===== src/rtl/io_bus_controller_v2.sv =====
// CPU-bus to I/O-slot bridge: address decode, ack/wait handshake, timeout bus error,
// absent-slot tie-off and an internal IRQ/status register bank in the top slot.
//
// state  | meaning
// IDLE   | waiting for a bus request
// STROBE | one-cycle rd/wr strobe to the selected slot
// WAIT   | cs held, waiting for slot ack or timeout
// RESP   | bus_ready pulse, bus_err valid
module io_bus_controller_v2 #(
    parameter int                 N_SLOTS        = 16,
    parameter int                 REG_AW         = 5,
    parameter int                 TIMEOUT_CYCLES = 64,
    parameter logic [N_SLOTS-1:0] SLOT_PRESENT   = 16'h0007
) (
    input  logic                  clk,
    input  logic                  reset,
    input  logic                  bus_cs,
    input  logic                  bus_wr,
    input  logic                  bus_rd,
    input  logic [31:0]           bus_addr,
    input  logic [31:0]           bus_wr_data,
    output logic [31:0]           bus_rd_data,
    output logic                  bus_ready,
    output logic                  bus_err,
    output logic [N_SLOTS-1:0]    slot_cs_array,
    output logic [N_SLOTS-1:0]    slot_mem_rd_array,
    output logic [N_SLOTS-1:0]    slot_mem_wr_array,
    output logic [REG_AW-1:0]     slot_reg_addr,
    output logic [31:0]           slot_wr_data,
    input  logic [N_SLOTS*32-1:0] slot_rd_data_array,
    input  logic [N_SLOTS-1:0]    slot_ack_array,
    input  logic [N_SLOTS-1:0]    slot_irq_array,
    output logic                  irq
);

    localparam int SW = $clog2(N_SLOTS);
    localparam int CW = $clog2(TIMEOUT_CYCLES);
    localparam logic [SW-1:0]      INT_SLOT    = SW'(N_SLOTS - 1);
    localparam logic [N_SLOTS-1:0] INT_BIT     = {1'b1, {(N_SLOTS-1){1'b0}}};
    localparam logic [N_SLOTS-1:0] EXT_PRESENT = SLOT_PRESENT & ~INT_BIT;

    typedef enum logic [1:0] {IDLE, STROBE, WAIT, RESP} state_t;

    state_t              state_q, state_d;
    logic [SW-1:0]       slot_q, slot_d;
    logic [REG_AW-1:0]   reg_q, reg_d;
    logic [31:0]         wdata_q, wdata_d;
    logic                wr_q, wr_d;
    logic                err_q, err_d;
    logic [31:0]         rd_data_q, rd_data_d;
    logic [CW-1:0]       tmr_q, tmr_d;
    logic [7:0]          err_cnt_q, err_cnt_d;
    logic [SW-1:0]       err_slot_q, err_slot_d;
    logic [N_SLOTS-1:0]  pending_q, pending_d;
    logic [N_SLOTS-1:0]  mask_q, mask_d;
    logic [N_SLOTS-1:0]  irq_prev_q;
    logic                irq_q, irq_d;

    logic [SW-1:0]       req_slot;
    logic [REG_AW-1:0]   req_reg;
    logic                slot_ext, slot_int;
    logic [31:0]         sel_rd_data, int_rd_data, cap_data;
    logic [N_SLOTS-1:0]  sel_onehot, irq_rise, w1c;
    logic                err_event;
    logic [SW-1:0]       err_slot_new;

    assign req_slot    = bus_addr[REG_AW+2 +: SW];
    assign req_reg     = bus_addr[REG_AW+1:2];
    assign slot_ext    = EXT_PRESENT[slot_q];
    assign slot_int    = (slot_q == INT_SLOT);
    assign sel_rd_data = slot_rd_data_array[int'(slot_q)*32 +: 32];
    assign sel_onehot  = slot_ext ? (N_SLOTS'(1) << slot_q) : '0;

    always_comb begin
        int_rd_data = '0;
        case (reg_q)
            REG_AW'(0): int_rd_data = 32'(pending_q);
            REG_AW'(1): int_rd_data = 32'(mask_q);
            REG_AW'(2): int_rd_data = {19'd0, 5'(err_slot_q), err_cnt_q};
            default:    int_rd_data = '0;
        endcase
    end

    // Absent slots read as zero; the internal bank answers from its own registers.
    assign cap_data = slot_int ? int_rd_data : (slot_ext ? sel_rd_data : 32'd0);

    always_comb begin
        state_d      = state_q;
        slot_d       = slot_q;
        reg_d        = reg_q;
        wdata_d      = wdata_q;
        wr_d         = wr_q;
        err_d        = err_q;
        rd_data_d    = rd_data_q;
        tmr_d        = tmr_q;
        err_event    = 1'b0;
        err_slot_new = slot_q;
        case (state_q)
            IDLE: begin
                if (bus_cs && bus_rd && bus_wr) begin
                    state_d      = RESP;
                    err_d        = 1'b1;
                    rd_data_d    = '0;
                    err_event    = 1'b1;
                    err_slot_new = req_slot;
                end else if (bus_cs && (bus_rd || bus_wr)) begin
                    state_d = STROBE;
                    slot_d  = req_slot;
                    reg_d   = req_reg;
                    wdata_d = bus_wr_data;
                    wr_d    = bus_wr;
                    err_d   = 1'b0;
                end
            end
            STROBE: begin
                if (!slot_ext || slot_ack_array[slot_q]) begin
                    state_d = RESP;
                    if (!wr_q) rd_data_d = cap_data;
                end else begin
                    state_d = WAIT;
                    tmr_d   = CW'(TIMEOUT_CYCLES - 1);
                end
            end
            WAIT: begin
                if (slot_ack_array[slot_q]) begin
                    state_d = RESP;
                    if (!wr_q) rd_data_d = sel_rd_data;
                end else if (tmr_q == '0) begin
                    state_d   = RESP;
                    err_d     = 1'b1;
                    err_event = 1'b1;
                    if (!wr_q) rd_data_d = '0;
                end else begin
                    tmr_d = tmr_q - 1'b1;
                end
            end
            RESP:    state_d = IDLE;
            default: state_d = IDLE;
        endcase
    end

    always_comb begin
        err_cnt_d  = err_cnt_q;
        err_slot_d = err_slot_q;
        if (err_event) begin
            err_slot_d = err_slot_new;
            if (err_cnt_q != 8'hFF) err_cnt_d = err_cnt_q + 8'd1;
        end
    end

    // A new rising edge overrides a same-cycle write-1-to-clear.
    always_comb begin
        irq_rise = slot_irq_array & ~irq_prev_q;
        w1c      = '0;
        mask_d   = mask_q;
        if (state_q == STROBE && slot_int && wr_q) begin
            if (reg_q == REG_AW'(0)) w1c    = wdata_q[N_SLOTS-1:0];
            if (reg_q == REG_AW'(1)) mask_d = wdata_q[N_SLOTS-1:0];
        end
        pending_d = (pending_q & ~w1c) | irq_rise;
        irq_d     = |(pending_q & mask_q);
    end

    always_ff @(posedge clk) begin
        if (reset) begin
            state_q    <= IDLE;
            slot_q     <= '0;
            reg_q      <= '0;
            wdata_q    <= '0;
            wr_q       <= 1'b0;
            err_q      <= 1'b0;
            rd_data_q  <= '0;
            tmr_q      <= '0;
            err_cnt_q  <= '0;
            err_slot_q <= '0;
            pending_q  <= '0;
            mask_q     <= '0;
            irq_prev_q <= '0;
            irq_q      <= 1'b0;
        end else begin
            state_q    <= state_d;
            slot_q     <= slot_d;
            reg_q      <= reg_d;
            wdata_q    <= wdata_d;
            wr_q       <= wr_d;
            err_q      <= err_d;
            rd_data_q  <= rd_data_d;
            tmr_q      <= tmr_d;
            err_cnt_q  <= err_cnt_d;
            err_slot_q <= err_slot_d;
            pending_q  <= pending_d;
            mask_q     <= mask_d;
            irq_prev_q <= slot_irq_array;
            irq_q      <= irq_d;
        end
    end

    assign bus_ready         = (state_q == RESP);
    assign bus_err           = (state_q == RESP) && err_q;
    assign bus_rd_data       = rd_data_q;
    assign slot_cs_array     = (state_q == STROBE || state_q == WAIT) ? sel_onehot : '0;
    assign slot_mem_rd_array = (state_q == STROBE && !wr_q) ? sel_onehot : '0;
    assign slot_mem_wr_array = (state_q == STROBE && wr_q) ? sel_onehot : '0;
    assign slot_reg_addr     = reg_q;
    assign slot_wr_data      = wdata_q;
    assign irq               = irq_q;

endmodule


===== config.mk =====
export PLATFORM = sky130hd
export DESIGN_NAME = io_bus_controller_v2
export DESIGN_NICKNAME = d
export VERILOG_FILES = /design/src/rtl/io_bus_controller_v2.sv
export SDC_FILE = /design/constraint.sdc
export NUM_CORES = 1
export LEC_CHECK = 0
export ABC_AREA = 1
export ABC_CLOCK_PERIOD_IN_PS = 4300
export BUFFER_PORTS_ARGS = -buffer_cell sky130_fd_sc_hd__clkbuf_2
export CAP_MARGIN = 20
export CORE_AREA = 2 2 284 286
export CTS_BUF_LIST = sky130_fd_sc_hd__clkbuf_8
export DETAILED_ROUTE_END_ITERATION = 8
export DIE_AREA = 0 0 286 288
export SYNTH_ARGS = -nofsm -noshare
export SYNTH_HDL_FRONTEND = slang
export SYNTH_SLANG_ARGS = --single-unit

===== constraint.sdc =====
create_clock -name clk -period 4.3 [get_ports clk]
set_input_delay 1.29 -clock clk [delete_from_list [all_inputs] [get_ports clk]]
set_output_delay 1.29 -clock clk [all_outputs]
set_load 0.05 [all_outputs]

==> reports/metrics.yaml <==
layout:
  nNetsFinal: 3090
  area_growth_pct: 47.9
  stdcell_count: 3555
  fin_area_um2: 15800
  utilization_pct: 19.8
  drive_above_1_share_pct: 32.6
  n_fill_cell: 9312
worst_setup_path:
  rrSetupSlack_ps: 1020
  worstPathMaxFanout: 12
  critical-path-top-delay-family: "simple AND/OR/NAND/NOR gates"
  reg2reg_from: "slot_q[1]"
  cp_slowest_stage_delay_ps: 720
  criticalPathCategory: "register to primary output"
  crit_path_top_delay_cell: "dfxtp_1"
  crit_chain: "inv_1, nor2_4, nand3_1, nor2_1, clkbuf_2"
  required_ps: 3010
  crit_buf_inv: 2
  start_kind: "register"
  crit_path_end: "slot_mem_rd_array[14]"
  crit_arrival_ps: 2710
  crit_start: "slot_q[1]"
  worst_r2r_path_depth: 11
  rr_endpoint: "bus_rd_data[15]"
  cp.depth: 5
  crit_path_end_kind: "primary output"
clocking:
  clockBufferDepth: 2
  hold_buffers: 0
  clock-sinks: 145
  cts_made_buffers: 17
  root_buffer: "clkbuf_8"
  clk_pin_slew_ps: 90
  cts_tree: "built"
  cts-resized-gates: 0
  post_cts_buffers: 0
  htreeDepth: 4
  worstSkewPairLatency_ps: 540
placement:
  dp_cells: 3510
  io_buffers: 709
  dpl-instance-area_um2: 15300
  routabilityCongestion: 0.913
  hpwlAfterDp_um: 64600
status:
  outcome: "completed"
synthesis:
  synth_edf_count: 0
  netlist_instances: 1829
  yosysWarnings: 0
  synthFlopType: "dfxtp_1"
  syn_area_per_cell_um2: 5.82
  synth-seq-cells: 145
  synth_cell_types: 41
  syn_area_um2: 10700
  ys_async_sr_fraction_pct: 0
  syn_nets: 2450
  synth-seq-area-share_pct: 27.3
drt:
  num_vias: 15300
  wl_per_cell_um: 22.3
  drcViolationCount: 0
  ant_nets: 0
  initialDrtViolationCount: 1107
  drt-total-wl_um: 79100
  vias_per_cell: 4.30
  first_pass_iters: 5
die:
  start_util_pct: 13.4
  die_w_um: 286
  coreArea_um2: 79600
  die_h_um: 288
  ios: 733
  dieArea_um2: 82400
  rows: 104
timing:
  post-route-min-period_ps: 4000
  slew_viol_final: 0
  finClkSkew_ps: 30.8
  final_hold_viol_count: 0
  max_freq_ghz: 0.250
  finalSetupViolCount: 0
  whs_ps: 466
  tightest_slew_ps: 841
  rsz0062_at_grt: "no"
  fin_crit_sh_pct: 93.0
  finalSetupTns_ps: 0
  slew_headroom_pct: 43.6
flow_run:
  maxCapViolations: 0
grt:
  antenna_found_initial: 37
  grt_pass1_vias: 14000
  grt_pass1_wl_um: 106000
  grt-ovfl-total: 0
  grt_max_degree: 71
  grt_usage_pct: 18.4
hold_path:
  hp-start: "err_q"
  hold_path.class: "register to register"
power_and_ir_drop:
  power_leakage_nw: 7.68
  peakVddDrop_v: 0.000327
  power_density_nw_per_um2: 451
==> metal layers <==
layer	global-route usage, %	share of wire, %	routed length, µm
met4	5.69	3.3	2590
met3	3.84	6.7	5330
met5	0	0.11	85
met1	23.8	44	34500
met2	30.4	46	36700
==> cell families after synthesis <==
logic type      after synthesis  synth area share [%]
flops                       145                  27.3
xor+xnor                      5                 0.411
buf+inv                     270                  10.4
fa+ha+maj                     8                 0.940
compound gates              333                  18.5
simple gates               1068                  42.5
==> worst register-to-register path, stage by stage (launching register included) <==
cell and delay [ps]:
dfxtp_1 720, inv_1 260, nor2_4 510, buf_4 370, a21oi_1 310, nand4_1 250, nand3_1 170, nand2_1 250
nand2_1 110, nand2_1 100, nand2_1 50, a21oi_1 130
==> registers in the layout, summed over array words and instances, names as in the netlist <==
signal and cells:
err_cnt_q 8, err_q 1, state_q 2, irq_prev_q 16
slot_ext 1, slot_reg_addr 5, slot_wr_data 32, bus_rd_data 32
irq 1, tmr_q 6, mask_q 16, pending_q 16
wr_q 1, slot_q 4, err_slot_q 4
==> how the worst min path moves through the flow <==
stage,cells after the start,slack (ps),end
2_1_floorplan,2,430,err_q
3_3_place_gp,2,450,err_q
3_5_place_dp,2,450,err_q
4_1_cts,2,470,err_q
5_1_grt,2,490,bus_rd_data[3]
6_report,2,470,err_q
==> per-stage QoR <==
step / worst slack (ps) / power (mW)
after floorplan: 900 / 4.16
after global placement: 804 / 6.03
after detailed placement: 827 / 6.04
after CTS: 211 / 7.24
after global routing: 88.9 / 7.64
final: 300 / 7.11
==> where the power goes <==
group          internal, mW  switching [mW]  total, mW  leakage (nW)
clock                 0.487           0.686       1.17         0.206
sequential             1.53           0.172       1.70          1.19
combinational          1.14            3.10       4.24          6.29
total                  3.16            3.95       7.11          7.68
==> synth_stat cells (4+ instances only) <==
cell / number / area (µm²)
nand2_1: 526 / 1970
nor2_1: 282 / 1060
a21oi_1: 151 / 756
dfxtp_1: 145 / 2900
inv_1: 135 / 507
nand3_1: 123 / 616
nand4_1: 114 / 713
o21ai_0: 74 / 370
clkbuf_1: 62 / 233
a22oi_1: 49 / 368
buf_2: 45 / 225
o211ai_1: 24 / 180
buf_1: 12 / 45.0
a21boi_1: 9 / 67.6
ha_1: 8 / 100
a21boi_0: 7 / 52.6
buf_4: 5 / 37.5
inv_2: 5 / 18.8
nor2_2: 5 / 31.3
xor2_1: 5 / 43.8
a221oi_1: 4 / 35.0
clkinv_1: 4 / 15.0
==> placed cells by master, fill, tap and decap left out, types with 2 or more instances in the layout <==
master / Yosys / routed
dfxtp_1: 145 / 143
nand2_1: 526 / 526
inv_2: 5 / 5
inv_1: 135 / 133
nand3_2: 3 / 3
clkbuf_8: 0 / 17
a221oi_1: 4 / 4
nand3_1: 123 / 123
buf_4: 5 / 36
o22ai_1: 3 / 3
nor2_4: 2 / 5
o221ai_1: 2 / 2
a22o_1: 2 / 2
or2_2: 2 / 2
xor2_1: 5 / 5
nand2_4: 1 / 2
diode_2: 0 / 13
nor2_2: 5 / 3
o211ai_1: 24 / 24
a21boi_1: 9 / 9
ha_1: 8 / 8
o21ai_2: 2 / 2
inv_8: 0 / 5
nand2_2: 3 / 2
a22oi_1: 49 / 49
nand4_1: 114 / 114
o21ai_0: 74 / 74
clkinv_1: 4 / 5
nand3b_1: 3 / 3
nor2_1: 282 / 281
nor3_1: 3 / 3
a21boi_0: 7 / 7
a21oi_1: 151 / 151
buf_12: 0 / 3
inv_6: 0 / 5
clkbuf_2: 0 / 708
==> cell type report <==
cell class	instances	area, µm²	share of cell area (%)
antenna	13	32.5	0.207
clock buffer	17	234	1.49
clock inverter	15	166	1.06
inverter	144	544	3.46
multi-input combinational	1414	6670	42.3
sequential	145	2910	18.5
tap	1060	1330	8.42
timing repair buffer	747	3870	24.6
No activity file was read; power rests on OpenSTA's default activity.
